--- src/rtl/hazard_ctrl_if.sv ---
// Handshake bundle between the pipeline datapath and hazard_ctrl:
// hazard observations flow in, latch/PC enables and flushes flow out.
interface hazard_ctrl_if;
  logic       ihit;
  logic       dhit;
  logic       dmem_req;
  logic       halt_mem;
  logic       branch_taken;
  logic       ex_is_load;
  logic [4:0] ex_wsel;
  logic [4:0] id_rs;
  logic [4:0] id_rt;
  logic       id_uses_rt;
  logic       pc_en;
  logic       redir_hold;
  logic       fd_en;
  logic       de_en;
  logic       em_en;
  logic       mw_en;
  logic       fd_flush;
  logic       de_flush;
  logic       em_flush;
  logic       mw_flush;
  logic       halted;

  modport master (
    output ihit, dhit, dmem_req, halt_mem, branch_taken, ex_is_load,
           ex_wsel, id_rs, id_rt, id_uses_rt,
    input  pc_en, redir_hold, fd_en, de_en, em_en, mw_en,
           fd_flush, de_flush, em_flush, mw_flush, halted
  );

  modport slave (
    input  ihit, dhit, dmem_req, halt_mem, branch_taken, ex_is_load,
           ex_wsel, id_rs, id_rt, id_uses_rt,
    output pc_en, redir_hold, fd_en, de_en, em_en, mw_en,
           fd_flush, de_flush, em_flush, mw_flush, halted
  );
endinterface

--- src/rtl/hazard_ctrl.sv ---
// hazard_ctrl: stall/flush sequencer for the 5-stage MIPS pipeline.
// Define HAZARD_PERF_CNT_EN to build the saturating performance counters.
module hazard_ctrl #(
  parameter int DRAIN_CYCLES = 2,
  parameter int CNT_W        = 32
) (
  input  logic             CLK,
  input  logic             RST,
  hazard_ctrl_if.slave     hz
`ifdef HAZARD_PERF_CNT_EN
  ,
  output logic [CNT_W-1:0] cnt_istall,
  output logic [CNT_W-1:0] cnt_dstall,
  output logic [CNT_W-1:0] cnt_lustall,
  output logic [CNT_W-1:0] cnt_flush
`endif
);

  if (DRAIN_CYCLES < 1 || DRAIN_CYCLES > 15) begin : g_bad_drain
    $error("hazard_ctrl: DRAIN_CYCLES must be 1..15");
  end
  if (CNT_W < 1) begin : g_bad_cnt_w
    $error("hazard_ctrl: CNT_W must be positive");
  end

  typedef enum logic [2:0] {RUN, LU_STALL, DWAIT, REDIR, DRAIN, HALT} state_t;

  state_t     state, state_nxt;
  logic [3:0] drain_cnt;
  logic       halted;
  logic       load_use;
  logic       pc_en, redir_hold;
  logic       fd_en, de_en, em_en, mw_en;
  logic       fd_flush, de_flush, em_flush, mw_flush;

  // Only a load still in EX needs a stall; later loads are forwarded.
  assign load_use = hz.ex_is_load && (hz.ex_wsel != 5'd0) &&
                    ((hz.ex_wsel == hz.id_rs) ||
                     (hz.id_uses_rt && (hz.ex_wsel == hz.id_rt)));

  // Enables/flushes react to same-cycle hits, so they are decoded combinationally.
  always_comb begin
    state_nxt  = state;
    pc_en      = 1'b1;
    redir_hold = 1'b0;
    fd_en      = 1'b1;
    de_en      = 1'b1;
    em_en      = 1'b1;
    mw_en      = 1'b1;
    fd_flush   = 1'b0;
    de_flush   = 1'b0;
    em_flush   = 1'b0;
    mw_flush   = 1'b0;
    case (state)
      RUN, LU_STALL: begin
        state_nxt = RUN;
        if (hz.halt_mem) begin
          pc_en     = 1'b0;
          fd_flush  = 1'b1;
          de_flush  = 1'b1;
          em_flush  = 1'b1;
          state_nxt = DRAIN;
        end else if (hz.dmem_req && !hz.dhit) begin
          pc_en     = 1'b0;
          fd_en     = 1'b0;
          de_en     = 1'b0;
          em_en     = 1'b0;
          mw_flush  = 1'b1;
          state_nxt = DWAIT;
        end else if (hz.branch_taken) begin
          fd_flush = 1'b1;
          de_flush = 1'b1;
          em_flush = 1'b1;
          if (!hz.ihit) begin
            pc_en      = 1'b0;
            redir_hold = 1'b1;
            state_nxt  = REDIR;
          end
        end else if ((state == RUN) && load_use) begin
          pc_en     = 1'b0;
          fd_en     = 1'b0;
          de_flush  = 1'b1;
          state_nxt = LU_STALL;
        end else if (!hz.ihit) begin
          pc_en    = 1'b0;
          fd_flush = 1'b1;
        end
      end
      DWAIT: begin
        if (!hz.dhit) begin
          pc_en    = 1'b0;
          fd_en    = 1'b0;
          de_en    = 1'b0;
          em_en    = 1'b0;
          mw_flush = 1'b1;
        end else begin
          pc_en     = hz.ihit;
          fd_flush  = !hz.ihit;
          state_nxt = RUN;
        end
      end
      REDIR: begin
        // On the ihit cycle the fetched target instruction is kept in decode.
        pc_en      = hz.ihit;
        redir_hold = !hz.ihit;
        fd_flush   = !hz.ihit;
        if (hz.ihit) state_nxt = RUN;
      end
      DRAIN: begin
        pc_en    = 1'b0;
        fd_flush = 1'b1;
        de_flush = 1'b1;
        em_flush = 1'b1;
        if (drain_cnt == 4'd0) state_nxt = HALT;
      end
      HALT: begin
        pc_en = 1'b0;
        fd_en = 1'b0;
        de_en = 1'b0;
        em_en = 1'b0;
        mw_en = 1'b0;
      end
      default: state_nxt = RUN;
    endcase
    if (RST) begin
      pc_en      = 1'b0;
      redir_hold = 1'b0;
      fd_en      = 1'b0;
      de_en      = 1'b0;
      em_en      = 1'b0;
      mw_en      = 1'b0;
      fd_flush   = 1'b1;
      de_flush   = 1'b1;
      em_flush   = 1'b1;
      mw_flush   = 1'b1;
    end
  end

  always_ff @(posedge CLK) begin
    if (RST) begin
      state     <= RUN;
      drain_cnt <= 4'd0;
      halted    <= 1'b0;
    end else begin
      state <= state_nxt;
      if ((state_nxt == DRAIN) && (state != DRAIN))
        drain_cnt <= 4'(DRAIN_CYCLES - 1);
      else if ((state == DRAIN) && (drain_cnt != 4'd0))
        drain_cnt <= drain_cnt - 4'd1;
      if (state_nxt == HALT) halted <= 1'b1;
    end
  end

  assign hz.pc_en      = pc_en;
  assign hz.redir_hold = redir_hold;
  assign hz.fd_en      = fd_en;
  assign hz.de_en      = de_en;
  assign hz.em_en      = em_en;
  assign hz.mw_en      = mw_en;
  assign hz.fd_flush   = fd_flush;
  assign hz.de_flush   = de_flush;
  assign hz.em_flush   = em_flush;
  assign hz.mw_flush   = mw_flush;
  assign hz.halted     = halted;

`ifdef HAZARD_PERF_CNT_EN
  logic ev_istall, ev_dstall, ev_lustall, ev_flush;

  assign ev_istall  = ((state == RUN) || (state == REDIR)) && !hz.ihit;
  assign ev_dstall  = (state == DWAIT) && !hz.dhit;
  assign ev_lustall = (state == LU_STALL);
  assign ev_flush   = ((state == RUN) || (state == LU_STALL)) && !hz.halt_mem &&
                      !(hz.dmem_req && !hz.dhit) && hz.branch_taken;

  function automatic logic [CNT_W-1:0] sat_inc(input logic [CNT_W-1:0] c, input logic ev);
    return (ev && !(&c)) ? c + CNT_W'(1) : c;
  endfunction

  always_ff @(posedge CLK) begin
    if (RST) begin
      cnt_istall  <= '0;
      cnt_dstall  <= '0;
      cnt_lustall <= '0;
      cnt_flush   <= '0;
    end else if (state != HALT) begin
      cnt_istall  <= sat_inc(cnt_istall, ev_istall);
      cnt_dstall  <= sat_inc(cnt_dstall, ev_dstall);
      cnt_lustall <= sat_inc(cnt_lustall, ev_lustall);
      cnt_flush   <= sat_inc(cnt_flush, ev_flush);
    end
  end
`endif

endmodule

--- src/flat_wrapper.sv ---
// flat-port wrapper written by rule: the top's interface ports become plain ports
module hazard_ctrl_flat 
#(
  parameter int DRAIN_CYCLES = 2,
  parameter int CNT_W        = 32
)
  (CLK, RST, hz_ihit, hz_dhit, hz_dmem_req, hz_halt_mem, hz_branch_taken, hz_ex_is_load, hz_ex_wsel, hz_id_rs, hz_id_rt, hz_id_uses_rt, hz_pc_en, hz_redir_hold, hz_fd_en, hz_de_en, hz_em_en, hz_mw_en, hz_fd_flush, hz_de_flush, hz_em_flush, hz_mw_flush, hz_halted);
  hazard_ctrl_if hz_i ();
  input  logic CLK;
  input  logic RST;
  input wire logic [$bits(hz_i.ihit)-1:0] hz_ihit;
  input wire logic [$bits(hz_i.dhit)-1:0] hz_dhit;
  input wire logic [$bits(hz_i.dmem_req)-1:0] hz_dmem_req;
  input wire logic [$bits(hz_i.halt_mem)-1:0] hz_halt_mem;
  input wire logic [$bits(hz_i.branch_taken)-1:0] hz_branch_taken;
  input wire logic [$bits(hz_i.ex_is_load)-1:0] hz_ex_is_load;
  input wire logic [$bits(hz_i.ex_wsel)-1:0] hz_ex_wsel;
  input wire logic [$bits(hz_i.id_rs)-1:0] hz_id_rs;
  input wire logic [$bits(hz_i.id_rt)-1:0] hz_id_rt;
  input wire logic [$bits(hz_i.id_uses_rt)-1:0] hz_id_uses_rt;
  output wire logic [$bits(hz_i.pc_en)-1:0] hz_pc_en;
  output wire logic [$bits(hz_i.redir_hold)-1:0] hz_redir_hold;
  output wire logic [$bits(hz_i.fd_en)-1:0] hz_fd_en;
  output wire logic [$bits(hz_i.de_en)-1:0] hz_de_en;
  output wire logic [$bits(hz_i.em_en)-1:0] hz_em_en;
  output wire logic [$bits(hz_i.mw_en)-1:0] hz_mw_en;
  output wire logic [$bits(hz_i.fd_flush)-1:0] hz_fd_flush;
  output wire logic [$bits(hz_i.de_flush)-1:0] hz_de_flush;
  output wire logic [$bits(hz_i.em_flush)-1:0] hz_em_flush;
  output wire logic [$bits(hz_i.mw_flush)-1:0] hz_mw_flush;
  output wire logic [$bits(hz_i.halted)-1:0] hz_halted;
  assign hz_i.ihit = hz_ihit;
  assign hz_i.dhit = hz_dhit;
  assign hz_i.dmem_req = hz_dmem_req;
  assign hz_i.halt_mem = hz_halt_mem;
  assign hz_i.branch_taken = hz_branch_taken;
  assign hz_i.ex_is_load = hz_ex_is_load;
  assign hz_i.ex_wsel = hz_ex_wsel;
  assign hz_i.id_rs = hz_id_rs;
  assign hz_i.id_rt = hz_id_rt;
  assign hz_i.id_uses_rt = hz_id_uses_rt;
  assign hz_pc_en = hz_i.pc_en;
  assign hz_redir_hold = hz_i.redir_hold;
  assign hz_fd_en = hz_i.fd_en;
  assign hz_de_en = hz_i.de_en;
  assign hz_em_en = hz_i.em_en;
  assign hz_mw_en = hz_i.mw_en;
  assign hz_fd_flush = hz_i.fd_flush;
  assign hz_de_flush = hz_i.de_flush;
  assign hz_em_flush = hz_i.em_flush;
  assign hz_mw_flush = hz_i.mw_flush;
  assign hz_halted = hz_i.halted;
  hazard_ctrl #(.DRAIN_CYCLES(DRAIN_CYCLES), .CNT_W(CNT_W)) u_core (.CLK(CLK), .RST(RST), .hz(hz_i));
endmodule
--- config.mk ---
export PLATFORM = sky130hd
export DESIGN_NAME = hazard_ctrl_flat
export DESIGN_NICKNAME = d
export VERILOG_FILES = /design/src/rtl/hazard_ctrl_if.sv /design/src/rtl/hazard_ctrl.sv /design/src/flat_wrapper.sv
export SDC_FILE = /design/constraint.sdc
export NUM_CORES = 1
export LEC_CHECK = 0
export CAP_MARGIN = 10
export CORE_MARGIN = 3
export CORE_UTILIZATION = 42
export DETAILED_ROUTE_END_ITERATION = 7
export HOLD_SLACK_MARGIN = 0.03
export PLACE_DENSITY_LB_ADDON = 0.2
export SLEW_MARGIN = 20
export SYNTH_ARGS = -nofsm -noshare
export SYNTH_HDL_FRONTEND = slang
export SYNTH_SLANG_ARGS = --single-unit
--- constraint.sdc ---
create_clock -name CLK -period 2.2 [get_ports CLK]
set_clock_uncertainty 0.1 [all_clocks]
set_input_delay 0.44 -clock CLK [delete_from_list [all_inputs] [get_ports CLK]]
set_output_delay 0.44 -clock CLK [all_outputs]
set_load 0.1 [all_outputs]
==> impl_metrics.json, run 1 <==
{
  "cts_made_buffers": 3,
  "synth.area.top_cells": "dfxtp_1 20%, xnor2_1 13%, nor2_1 5.5%",
  "place.gp.congestion": 0.875,
  "syn-num-nets": 133,
  "async_flop_share_pct": 0,
  "yosysSeqAreaShare_pct": 19.6,
  "cts-htree-levels": 1,
  "num_rows": 15,
  "synth_area_per_cell_um2": 7.55,
  "start_util_pct": 45.8,
  "ys_ff_latch": 8,
  "synth_top_area_share_pct": 19.6,
  "cts_buffer_depth": 2,
  "placed_area_um2": 1600,
  "clock-root-buffer": "clkbuf_4",
  "ios": 35,
  "stop_error": "[ERROR DPL-0038] Utilization greater than 100%, impossible to legalize",
  "synth_edf_count": 0,
  "status": "stopped before the end",
  "cts_sinks": 8,
  "synth_top_cells_by_count": "12 x nor2_1, 12 x xnor2_1, 11 x nand2_1, 8 x a21oi_1, 8 x dfxtp_1",
  "yosysTopAreaCell": "dfxtp_1",
  "ys.flop_type": "dfxtp_1",
  "hpwlAfterDp_mm": 2.87,
  "cts_resized": 54,
  "hold_buffers": 0,
  "die_w_um": 50.1,
  "synth_cell_type_count": 43,
  "die_y_um": 50.1,
  "yosys_warnings": 0,
  "io_buffers": 34,
  "stop_stage": "clock tree synthesis",
  "postCtsSetupRepairBufs": 10,
  "dp_cells": 192,
  "syn_inst": 108,
  "synthesis.area_um2": 816
}
==> logic make-up after synthesis <==
logic type,Yosys count,synth area share (%)
AO/OA/AOI/OAI,26,21.8
XOR/XNOR,12,12.9
adder cells (fa/ha/maj),1,1.53
buffers and inverters,12,7.82
flip-flops,8,19.6
multiplexers,1,1.23
AND/OR/NAND/NOR,48,35.1
==> per-stage QoR <==
| stage | hold WS [ns] | worst slack [ns] | util [%] |
|---|---|---|---|
| detailed placement | 0.366 | -0.484 | 89.8 |
| floorplan | 0.353 | -0.469 | - |
| global placement | 0.336 | -0.422 | 89.8 |
==> run 2, diff against run 1 <==
CORE_AREA = 3 3 64 66   (was unset)
CORE_MARGIN = unset   (was 3)
CORE_UTILIZATION = unset   (was 42)
DIE_AREA = 0 0 67 69   (was unset)
HOLD_SLACK_MARGIN = unset   (was 0.03)
PLACE_DENSITY_LB_ADDON = 0.15   (was 0.2)
==> impl_metrics.json, run 2 <==
{
  "status": "finished, violations left",
  "violations": "negative setup slack",
  "core_area_um2": 3630,
  "num_rows": 22,
  "synth_area_per_cell_um2": 7.55,
  "worst_slew_pin_slew_ns": 0.437,
  "clock-root-buffer": "clkbuf_8",
  "synth_edf_count": 0,
  "largest_register_ffs": 4,
  "reg2reg_slack_ns": 0.51,
  "fin_setup_tns_ns": -0.520,
  "grt_pass1_vias": 1128,
  "die_area_um2": 4620,
  "hpwlAfterDp_mm": 2.36,
  "drtIter0Drc": 10,
  "worst-r2r-cell-count": 6,
  "ys.flop_type": "dfxtp_1",
  "io_buffers": 34,
  "cap_viol_max_count": 0,
  "hold_buffers": 0,
  "setup.worst_path.start": "hz_ex_wsel[4]",
  "die_w_um": 67,
  "place_ws_ns": -0.475,
  "syn-num-nets": 133,
  "cts_buffer_depth": 2,
  "min_period_ns": 2.33,
  "cts-htree-levels": 1,
  "synth_top_area_share_pct": 19.6,
  "fmax_ghz": 0.429,
  "ant_nets": 0,
  "vias_per_cell": 4.61,
  "r2r-end": "u_core.state[0]",
  "synth_cell_type_count": 43,
  "start_util_pct": 22.5,
  "whs_ns": 0.347,
  "biggestRegsByFlops": "u_core.drain_cnt: 4 flops, u_core.state: 3 flops, u_core.hz.halted: 1 flops",
  "cts_tree": "built",
  "grt_first_pass_wirelength_mm": 5.00,
  "p_total_mw": 0.873,
  "critPathCaptureType": "primary output",
  "critPathArrivalTime_ns": 1.79,
  "setup_slack_ns": -0.133,
  "layout_common_cells": "32 x buf_4, 12 x xnor2_1, 11 x nand2_1, 11 x buf_12, 9 x nor2_1",
  "r2r_start": "u_core.drain_cnt[0]",
  "required_ns": 1.66,
  "placed_area_um2": 1630,
  "path_clk_slew_ns": 0.04,
  "yosysTopAreaCell": "dfxtp_1",
  "overflow": 0,
  "cts_made_buffers": 3,
  "crit_path_max_fanout": 5,
  "yosysSeqAreaShare_pct": 19.6,
  "totalWireLength_mm": 2.91,
  "p_leak_nw": 0.798,
  "vias": 1033,
  "yosys_warnings": 0,
  "cts_sinks": 8,
  "grt_max_degree": 9,
  "ys_ff_latch": 8,
  "start_kind": "input pin",
  "final_common_cell": "buf_4",
  "ios": 35,
  "period_share_pct": 106,
  "final_layout_size_suffix_gt1_share_pct": 51.1,
  "antenna_found_initial": 0,
  "crit_end": "hz_de_flush",
  "place.gp.congestion": 0.847,
  "relSlewSlack_pct": 70.8,
  "hold_class": "reg -> reg",
  "diodes": 0,
  "grt_usage_pct": 14.0,
  "syn_inst": 108,
  "top_register": "u_core.drain_cnt",
  "slew_viol_final": 0,
  "final_area_um2": 1840,
  "power_per_cell_area_nw_per_um2": 475,
  "drc_errors": 0,
  "area_delta_synth_final_pct": 125,
  "synth_top_cells_by_count": "12 x nor2_1, 12 x xnor2_1, 11 x nand2_1, 8 x a21oi_1, 8 x dfxtp_1",
  "hold_violations": 0,
  "clock_latency_ns": 0.23,
  "vdd.ir_drop.worst_v": 0.000200,
  "die_y_um": 69,
  "rsz0062_at_grt": "yes",
  "finalSetupViolations": 5,
  "nNetsFinal": 203,
  "drt_first_pass_iters": 4,
  "synthesis.area_um2": 816,
  "crit_type": "in -> out",
  "async_flop_share_pct": 0,
  "synth.area.top_cells": "dfxtp_1 20%, xnor2_1 13%, nor2_1 5.5%",
  "routedWlPerCell_um": 13.0
}
[run 2: cell counts after synthesis]
Identical to the previous run, type by type.
[run 2: worst min-delay path by stage]
stage	startpoint	endpoint	depth (start not counted)
final	u_core.hz.halted	u_core.hz.halted	2
after detailed placement	u_core.hz.halted	u_core.hz.halted	2
after global routing	u_core.hz.halted	u_core.hz.halted	2
after global placement	u_core.hz.halted	u_core.hz.halted	2
after CTS	u_core.hz.halted	u_core.hz.halted	2
after floorplan	u_core.drain_cnt[2]	u_core.drain_cnt[2]	2
[run 2: metal layers]
layer  global-route usage (%)  vias to the layer above  wire length, µm
met5                        0                        -                0
met4                     6.76                        0               63
met3                     1.95                        5              103
met2                     24.7                       29             1590
met1                     15.9                      477             1150
li1                         -                      522                -
[run 2: power breakdown]
| part | switching (mW) | leakage (nW) | internal [mW] | total [mW] |
|---|---|---|---|---|
| Clock | 0.0599 | 0.0216 | 0.119 | 0.179 |
| Sequential | 0.0111 | 0.0669 | 0.156 | 0.167 |
| Combinational | 0.288 | 0.709 | 0.240 | 0.527 |
[run 2: area by class of cell]
| class | count | area (µm²) |
|---|---|---|
| Fill cell | 350 | 1800 |
| Tap cell | 48 | 60.1 |
| Sequential cell | 8 | 168 |
| Timing Repair Buffer | 72 | 757 |
| Clock buffer | 3 | 41.3 |
| Multi-Input combinational cell | 88 | 792 |
| Inverter | 5 | 18.8 |
[run 2: critical path, cell delays in order]
cell and delay (ns):
buf_6 0.09, or4_4 0.54, o21ai_4 0.28, nor2_2 0.06
a21o_4 0.22, buf_12 0.16
[run 2: kinds of logic (layout without fill, tap and decap cells)]
kind of cell,count (synthesis),after routing,synth area share (%)
simple gates,48,48,35.1
buf+inv,12,80,7.82
flops,8,8,19.6
xor+xnor,12,12,12.9
fa+ha+maj,1,1,1.53
compound gates,26,26,21.8
mux,1,1,1.23
[run 2: timing repair]
action,in CTS,in global routing
pin swaps,12,16
gates resized for setup,48,13
buffers inserted,6,0
endpoints found under the setup margin,9,5
endpoints found under the hold margin,0,0
[run 2: metrics by stage]
| stage | util (%) | std cells |
|---|---|---|
| 2_1_floorplan | - | 108 |
| 3_3_place_gp | 44.8 | 215 |
| 3_5_place_dp | 44.8 | 215 |
| 4_1_cts | 49.7 | 224 |
| 5_1_grt | 50.6 | 224 |
| 6_report | 50.6 | 224 |
No activity file was read; power rests on OpenSTA's default activity.
==> run 3, diff against run 2 <==
SKIP_CTS_REPAIR_TIMING = 1   (was unset)
==> impl_metrics.json, run 3 (same netlist as run 2, synthesis figures left out) <==
{
  "status": "finished, violations left",
  "violations": "negative setup slack",
  "placed_area_um2": 1630,
  "final_layout_size_suffix_gt1_share_pct": 50.0,
  "hpwlAfterDp_mm": 2.36,
  "hold_end": "u_core.hz.halted",
  "totalWireLength_mm": 2.85,
  "die_w_um": 67,
  "finalSetupViolations": 5,
  "post_layout_nonfiller_instances": 222,
  "vias_per_cell": 4.59,
  "area_delta_synth_final_pct": 124,
  "antenna_found_initial": 0,
  "p_total_mw": 0.874,
  "vias": 1020,
  "p_leak_nw": 0.808,
  "core_area_um2": 3630,
  "drt_first_pass_iters": 4,
  "hold_class": "reg -> reg",
  "grt_max_degree": 13,
  "ant_nets": 0,
  "start_util_pct": 22.5,
  "final_area_um2": 1820,
  "start_kind": "input pin",
  "top_register": "u_core.drain_cnt",
  "place.gp.congestion": 0.847,
  "place_ws_ns": -0.475,
  "required_ns": 1.66,
  "routedWlPerCell_um": 12.9,
  "cap_viol_max_count": 0,
  "worst_slew_pin_slew_ns": 0.427,
  "fmax_ghz": 0.426,
  "r2r_start": "u_core.state[1]",
  "min_from": "u_core.hz.halted",
  "cts_tree": "built",
  "power_per_cell_area_nw_per_um2": 479,
  "cts_made_buffers": 3,
  "dp_cells": 215,
  "grt_pass1_vias": 1062,
  "clock-root-buffer": "clkbuf_8",
  "vdd.ir_drop.worst_v": 0.000184,
  "die_y_um": 69,
  "relSlewSlack_pct": 71.5,
  "critPathArrivalTime_ns": 1.81,
  "drc_errors": 0,
  "rsz0062_at_grt": "yes",
  "cts_sinks": 8,
  "overflow": 0,
  "whs_ns": 0.347,
  "die_area_um2": 4620,
  "biggestRegsByFlops": "u_core.drain_cnt: 4 flops, u_core.state: 3 flops, u_core.hz.halted: 1 flops",
  "clock_latency_ns": 0.23,
  "crit_type": "in -> out",
  "io_buffers": 34,
  "drtIter0Drc": 18,
  "ios": 35,
  "crit_path_max_fanout": 2,
  "grt_first_pass_wirelength_mm": 4.64,
  "nNetsFinal": 201,
  "r2r-end": "u_core.state[0]",
  "cts_buffer_depth": 2,
  "num_rows": 22,
  "grt_usage_pct": 12.9,
  "setup_slack_ns": -0.149,
  "layout_common_cells": "29 x buf_4, 12 x xnor2_1, 12 x buf_12, 11 x nand2_1, 11 x clkdlybuf4s50_1",
  "slew_viol_final": 0,
  "path_clk_slew_ns": 0.04,
  "largest_register_ffs": 4,
  "cts-htree-levels": 1,
  "finalCoreUtilization_pct": 50.2,
  "worst-r2r-cell-count": 5,
  "min_period_ns": 2.35,
  "period_share_pct": 107,
  "hold_violations": 0,
  "fin_setup_tns_ns": -0.659,
  "critPathCaptureType": "primary output",
  "whs_path_depth": 2,
  "diodes": 0,
  "reg2reg_slack_ns": 0.51,
  "final_common_cell": "buf_4"
}
-- run 3: changes by cell type in the layout (fill, tap and decap cells not counted), moves of 2 or more --
cell / delta
clkdlybuf4s15_1: -3
dlymetal6s2s_1: +4
dfxtp_2: +2
buf_4: -3
dlygate4sd2_1: -5
clkdlybuf4s50_1: +5
-- run 3: critical path: stages --
cell	delay [ns]
buf_6	0.09
or4_4	0.54
o21ai_4	0.20
buf_6	0.13
nor2_2	0.03
a21o_4	0.21
buf_12	0.16
-- run 3: area by class of cell --
cell class / count / area, µm²
fill: 350 / 1810
timing repair buffer: 70 / 769
multi-input combinational: 88 / 768
sequential: 8 / 166
tap: 48 / 60.1
clock buffer: 3 / 41.3
inverter: 5 / 18.8
-- run 3: power breakdown --
group          total (mW)  internal (mW)  switching, mW
clock network       0.178          0.119         0.0594
registers           0.169          0.157         0.0118
logic               0.527          0.243          0.284
-- run 3: how the worst max path moves through the flow --
stage | from | depth (start not counted) | end
after detailed placement | hz_ex_wsel[1] | 6 | hz_fd_en
after global routing | u_core.state[2] | 7 | hz_fd_flush
after floorplan | u_core.state[1] | 5 | hz_fd_en
final | hz_ex_wsel[4] | 7 | hz_de_flush
after CTS | hz_halt_mem | 6 | hz_fd_flush
after global placement | hz_halt_mem | 6 | hz_fd_flush
-- run 3: routing by layer --
| metal | track usage (%) | share of wire [%] | up-vias |
|---|---|---|---|
| met5 | 0 | 0 | - |
| met4 | 6.76 | 2.2 | 0 |
| met1 | 15.1 | 39 | 469 |
| met3 | 1.95 | 4.6 | 5 |
| li1 | - | - | 513 |
| met2 | 22.1 | 55 | 33 |
==> run 4, diff against run 3 <==
CELL_PAD_IN_SITES_DETAIL_PLACEMENT = 1   (was unset)
CELL_PAD_IN_SITES_GLOBAL_PLACEMENT = 1   (was unset)
==> impl_metrics.json, run 4 (same netlist as run 2, synthesis figures left out) <==
{
  "hold_violations": 0,
  "finalSetupViolations": 5,
  "drtIter0Drc": 37,
  "num_rows": 22,
  "worst_slew_pin_slew_ns": 0.405,
  "crit_type": "reg -> out",
  "setup_slack_ns": -0.242,
  "largest_register_ffs": 4,
  "critPathCaptureType": "primary output",
  "nNetsFinal": 208,
  "die_w_um": 67,
  "rsz0062_at_grt": "yes",
  "hpwlAfterDp_mm": 2.80,
  "vdd.ir_drop.worst_v": 0.000147,
  "cap_viol_max_count": 0,
  "totalWireLength_mm": 3.68,
  "layout_common_cells": "36 x buf_4, 12 x xnor2_1, 12 x dlymetal6s2s_1",
  "dp_cells": 215,
  "start_kind": "flip-flop",
  "critPathArrivalTime_ns": 1.90,
  "top_register": "u_core.drain_cnt",
  "clock_latency_ns": 0.23,
  "whs_ns": 0.349,
  "period_share_pct": 111,
  "final_common_cell": "buf_4",
  "min_period_ns": 2.44,
  "cts_tree": "built",
  "path_clk_slew_ns": 0.04,
  "ios": 35,
  "drt_first_pass_iters": 4,
  "grt_pass1_vias": 1120,
  "biggestRegsByFlops": "u_core.drain_cnt: 4 flops, u_core.state: 3 flops, u_core.hz.halted: 1 flops",
  "area_delta_synth_final_pct": 139,
  "fmax_ghz": 0.410,
  "diodes": 0,
  "final_layout_size_suffix_gt1_share_pct": 51.9,
  "place_ws_ns": -0.518,
  "vias": 1077,
  "relSlewSlack_pct": 72.9,
  "grt_max_degree": 9,
  "hold_class": "reg -> reg",
  "core_area_um2": 3630,
  "required_ns": 1.66,
  "grt_usage_pct": 14.6,
  "cts_buffer_depth": 2,
  "vias_per_cell": 4.70,
  "start_util_pct": 22.5,
  "post_layout_nonfiller_instances": 229,
  "r2r_start": "u_core.state[1]",
  "crit_path_max_fanout": 4,
  "min_from": "u_core.hz.halted",
  "clock-root-buffer": "clkbuf_8",
  "place.gp.congestion": 0.877,
  "io_buffers": 34,
  "cts_sinks": 8,
  "p_leak_nw": 0.877,
  "cts_made_buffers": 3,
  "overflow": 0,
  "setup.worst_path.start": "u_core.state[0]",
  "die_y_um": 69,
  "antenna_found_initial": 0,
  "violations": "negative setup slack",
  "ant_nets": 0,
  "cts-htree-levels": 1,
  "power_per_cell_area_nw_per_um2": 474,
  "slew_viol_final": 0,
  "p_total_mw": 0.923,
  "grt_first_pass_wirelength_mm": 5.18,
  "routedWlPerCell_um": 16.1,
  "die_area_um2": 4620,
  "drc_errors": 0,
  "status": "finished, violations left"
}
[run 4: layer usage]
metal  up-vias  GRT usage [%]  wire length (µm)
met5         -              0                 0
li1        528              -                 -
met1       511           16.9              1470
met3         6           1.47               153
met4         0           7.43                87
met2        32           25.7              1980
[run 4: metrics by stage]
stage | setup TNS [ns] | instance area [µm²] | utilization [%]
2_1_floorplan | -0.945 | 933 | -
3_3_place_gp | -2.46 | 1620 | 44.5
3_5_place_dp | -2.77 | 1620 | 44.5
4_1_cts | -2.79 | 1660 | 45.6
5_1_grt | -1.23 | 1950 | 53.6
6_report | -0.947 | 1950 | 53.6
[run 4: power breakdown]
| group | switching [mW] | internal [mW] |
|---|---|---|
| sequential | 0.0131 | 0.157 |
| clock | 0.0585 | 0.119 |
| combinational | 0.309 | 0.267 |
[run 4: path summary, 6_finish.rpt]
check                          end  slack [ns]  depth (start not counted)
setup / recovery       hz_fd_flush       -0.24                          8
hold / removal    u_core.hz.halted        0.35                          2
setup reg to reg   u_core.state[0]        0.52                          7
hold reg to reg   u_core.hz.halted        0.35                          2
[run 4: critical path: stages, from the launching register on]
cell and delay, ns:
dfxtp_2 0.32, buf_6 0.13, nor4b_4 0.27, buf_4 0.16, o21ai_4 0.07, buf_12 0.13
nor4b_4 0.33, a21oi_4 0.10, buf_12 0.17
[run 4: cell type report]
cell class / count / area, µm²
Sequential cell: 8 / 169
Tap cell: 48 / 60.1
Clock buffer: 3 / 41.3
Timing Repair Buffer: 77 / 830
Inverter: 5 / 18.8
Fill cell: 415 / 1690
Multi-Input combinational cell: 88 / 828
